`src/rtl/e_encoder16to4_seq.sv`:
```
// Sequential mask-to-index encoder: accepts a one-hot-or-more mask and streams the
// index of every set bit, lowest first, one per output handshake.
module e_encoder16to4_seq #(
    parameter int N_IN   = 16,
    parameter int CODE_W = 4     // must equal log2(N_IN)
) (
    input  logic              clk,
    input  logic              rst_n,
    input  logic              in_valid,
    output logic              in_ready,
    input  logic [N_IN-1:0]   in,
    output logic              out_valid,
    input  logic              out_ready,
    output logic [CODE_W-1:0] out,
    output logic              out_last,
    output logic [CODE_W:0]   count,
    output logic              none
);

    typedef enum logic {
        IDLE = 1'b0,
        BUSY = 1'b1
    } state_t;

    localparam logic [N_IN-1:0] ONE = {{(N_IN-1){1'b0}}, 1'b1};

    state_t            state_reg, state_next;
    logic [N_IN-1:0]   pending_reg, pending_next;
    logic [CODE_W:0]   count_reg, count_next;
    logic              none_reg, none_next;

    logic [N_IN-1:0]   low_bit;
    logic [CODE_W-1:0] low_index;
    logic              single_bit;
    logic [CODE_W:0]   in_popcount;
    logic              busy;

    // Two's-complement trick isolates the lowest set bit of the pending mask.
    assign low_bit    = pending_reg & (~pending_reg + ONE);
    assign single_bit = (pending_reg != '0) && ((pending_reg & (pending_reg - ONE)) == '0);

    // One-hot to binary: index bit gi is the OR of every one-hot position whose
    // binary number has bit gi set.
    genvar gi, gj;
    generate
        for (gi = 0; gi < CODE_W; gi++) begin : g_code_bit
            logic [N_IN-1:0] sel;
            for (gj = 0; gj < N_IN; gj++) begin : g_pos
                if (((gj >> gi) & 1) != 0) begin : g_on
                    assign sel[gj] = low_bit[gj];
                end else begin : g_off
                    assign sel[gj] = 1'b0;
                end
            end
            assign low_index[gi] = |sel;
        end
    endgenerate

    always_comb begin
        in_popcount = '0;
        for (int i = 0; i < N_IN; i++) begin
            in_popcount = in_popcount + (CODE_W+1)'(in[i]);
        end
    end

    always_comb begin
        state_next   = state_reg;
        pending_next = pending_reg;
        count_next   = count_reg;
        none_next    = 1'b0;
        case (state_reg)
            IDLE: begin
                if (in_valid) begin
                    if (in != '0) begin
                        pending_next = in;
                        count_next   = in_popcount;
                        state_next   = BUSY;
                    end else begin
                        count_next = '0;
                        none_next  = 1'b1;
                    end
                end
            end
            BUSY: begin
                if (out_ready) begin
                    pending_next = pending_reg & ~low_bit;
                    if (single_bit) begin
                        state_next = IDLE;
                    end
                end
            end
            default: begin
                state_next = IDLE;
            end
        endcase
    end

    always_ff @(posedge clk or negedge rst_n) begin
        if (!rst_n) begin
            state_reg   <= IDLE;
            pending_reg <= '0;
            count_reg   <= '0;
            none_reg    <= 1'b0;
        end else begin
            state_reg   <= state_next;
            pending_reg <= pending_next;
            count_reg   <= count_next;
            none_reg    <= none_next;
        end
    end

    // Outputs come only from registers; index outputs are forced to 0 when idle.
    assign busy      = (state_reg == BUSY);
    assign in_ready  = !busy;
    assign out_valid = busy;
    assign out       = busy ? low_index : '0;
    assign out_last  = busy && single_bit;
    assign count     = count_reg;
    assign none      = none_reg;

endmodule

```
`config.mk`:
```
export PLATFORM = sky130hd
export DESIGN_NAME = e_encoder16to4_seq
export DESIGN_NICKNAME = d
export VERILOG_FILES = /design/src/rtl/e_encoder16to4_seq.sv
export SDC_FILE = /design/constraint.sdc
export NUM_CORES = 1
export LEC_CHECK = 0
export CAP_MARGIN = 0
export CORE_ASPECT_RATIO = 1.4
export CORE_UTILIZATION = 45
export DETAILED_ROUTE_END_ITERATION = 10
export PLACE_DENSITY = 0.77
export SYNTH_ARGS = -nofsm -noshare
export SYNTH_HDL_FRONTEND = slang
export SYNTH_SLANG_ARGS = --single-unit
```
`constraint.sdc`:
```
create_clock -name clk -period 8.3 [get_ports clk]
set_input_delay 1.66 -clock clk [delete_from_list [all_inputs] [get_ports clk]]
set_output_delay 1.66 -clock clk [all_outputs]
set_load 0.01 [all_outputs]
```
==> metrics.csv <==
stage;metric;value;unit
outcome;status;completed;
synthesis;ys_seq_area_share;32.8;%
finish;syn2layout_area_growth;22.1;%
clock_network;htreeDepth;1;
worst_hold_path;hold_start;count[1];
pwr;power.total;0.799;mW
finish;diodes;0;
critical_path;crit_path_start;in[7];
placement;placedInstanceArea;2090;um2
critical_path;cp_top_family;adder cells;
pwr;irDropWorstVdd;0.192;mV
synthesis;synth_nets;233;
floorplanning;ios;33;
synthesis;synth_area_leaders;dfrtp_1, fa_1, a22o_1;
clock_network;cts_buffers;3;
clock_network;cts_tree;done;
floorplanning;die_y;75.8;um
synthesis;synthArstFlopShare;100;%
timing;fmax;0.194;GHz
global_route;overflow;0;
timing;setup_viol;0;
clock_network;cts_setup_buffers;0;
critical_path;critical-path-max-stage-delay;0.56;ns
critical_path;cp_max_fo;3;
critical_path;cpMostUsedCell;fa_1;
finish;layout_common_cells;clkdlybuf4s50_1, inv_1, dfrtp_1;
synthesis;yosys_warnings;0;
critical_path;crit_arrival;5.32;ns
timing;final_hold_viol_count;0;
finish;fin_nets;261;
route;first_pass_iters;4;
timing;fin_worst_skew;0.00762;ns
route;via_count;1583;
synthesis;synth_top_area_share;32.8;%
critical_path;worstSetupPathType;primary input to flop;
critical_path;critPathBufInv;3;
critical_path;endpoint_kind;flop;
route;wl;4230;um
timing;tns;0;ns
run;max-cap-violations;0;
route;ant_nets;0;
clock_network;cts_root_buf;clkbuf_8;
floorplanning;die_x;54.8;um
timing;max_slew_margin;26.9;%
global_route;grt_max_degree;24;
finish;fin_area;2140;um2
placement;place_congestion;0.869;
clock_network;clkLatencyLatePin;0.26;ns
route;first_iter_violations;61;
clock_network;post_cts_resize_count;0;
floorplanning;die_area;4150;um2
finish;fillCellCount;344;
route;drc;0;
clock_network;cts_hold_buf;0;
global_route;grt_pass1_vias;1508;
critical_path;reg2reg_slack;5.50;ns
timing;rsz0062_at_grt;no;
placement;io_buffers;32;
pwr;power.density;373;nW/um2
global_route;grt_pass1_wl;6960;um
timing;period_needed;5.16;ns
timing;timing.final.crit_share;62.1;%
critical_path;rr_startpoint;out_valid;
synthesis;syn_area;1750;um2
pwr;p_leak;0.991;nW
global_route;grt_usage;23.3;%
critical_path;cp_slowest_cell;fa_1;
critical_path;startpoint_type;primary input;
synthesis;syn_inst;197;
placement;hpwl;3240;um
route;wl_per_cell;15.9;um
clock_network;clkTransAtPathRegs;0.09;ns
global_route;antenna_found_initial;0;
timing;slew_violations;0;
clock_network;clock_sinks;23;
synthesis;ys.flop_type;dfrtp_1;
finish;layout-drive-gt1-share;4.91;%
floorplanning;floorplan.initialDensity;47.7;%
route;viasPerCell;5.95;
worst_hold_path;worstHoldPathType;flop to flop;
synthesis;syn_avg_cell_area;8.90;um2
finish;final_common_cell;clkdlybuf4s50_1;
clock_network;cts_buffer_depth;2;
timing;worst_pin_slew;1.10;ns
critical_path;required;8.46;ns
floorplanning;row_count;26;
synthesis;synth_seq_cells;23;
floorplanning;core_area;3680;um2
finish;largest_register_ffs;16;
synthesis;synth.largest_area_cell;dfrtp_1;
synthesis;synth_edf_count;0;
critical_path;crit_chain;clkdlybuf4s50_1, inv_1, fa_1, fa_1, fa_1, fa_1, inv_1, ha_1, fa_1, a21o_1, a32o_1;
synthesis;synth.distinct_cells;41;
==> worst register-to-register path, stage by stage (launching register included) <==
cell      delay (ns)
dfrtp_1         0.56
nand2b_1        0.41
a41oi_2         0.95
a21o_1          0.39
o21ai_0         0.17
a22o_2          0.23
==> metrics by stage <==
| step | std cells | util, % | hold WS (ns) | setup WS, ns |
|---|---|---|---|---|
| 5_1_grt | 266 | 58.2 | 0.536 | 3.05 |
| 2_1_floorplan | 197 | - | 0.528 | 3.49 |
| 4_1_cts | 266 | 58.2 | 0.515 | 3.13 |
| 6_report | 266 | 58.2 | 0.510 | 3.14 |
| 3_3_place_gp | 262 | 57.0 | 0.481 | 2.89 |
| 3_5_place_dp | 262 | 57.0 | 0.492 | 2.85 |
==> power by group <==
part,internal (mW),switching (mW)
sequential,0.156,0.0732
clock,0.0335,0.0363
combinational,0.252,0.249
total,0.441,0.358
==> synthesized netlist by cell type, types with 6 or more instances <==
| master | count |
|---|---|
| clkbuf_1 | 7 |
| fa_1 | 10 |
| inv_1 | 27 |
| nor2_1 | 10 |
| dfrtp_1 | 23 |
| ha_1 | 6 |
| a21oi_1 | 11 |
| nand2_1 | 11 |
| o21ai_0 | 20 |
| a22o_1 | 14 |
| nor4_1 | 7 |
==> layer usage <==
metal	vias up	global-route usage, %	part of all wire (%)	wire (um)
met4	0	7.98	1.2	52
met3	4	2.00	3.7	155
li1	761	-	-	-
met1	772	31.3	43	1830
met5	-	0	0	0
met2	46	38.4	52	2190
==> logic make-up (layout without fill, tap and decap cells) <==
group,count (synthesis),count (layout),synth area share [%]
DFF,23,23,32.8
AOI/OAI and AO/OA,69,69,26.6
buffers and inverters,37,64,8.42
and+or+nand+nor,50,50,15.4
adders and majority gates,16,16,15.7
xor gates and xnor gates,2,2,0.999
==> path summary, 6_finish.rpt <==
kind                                    to  cells after the start
max in group asynchronous             none                      1
max reg2reg                 pending_reg[2]                      5
max                               count[4]                     11
min reg2reg                       count[1]                      1
min                               count[1]                      1
min in group asynchronous  pending_reg[13]                      1
==> final cells by class <==
type / instances / area, um2 / area share, %
multi-input combinational: 137 / 1040 / 48.5
tap: 42 / 52.6 / 2.45
clock inverter: 1 / 5.00 / 0.234
clock buffer: 3 / 41.3 / 1.93
timing repair buffer: 33 / 328 / 15.3
sequential: 23 / 576 / 26.9
inverter: 27 / 101 / 4.73
Power figures use the tool's default switching activity.
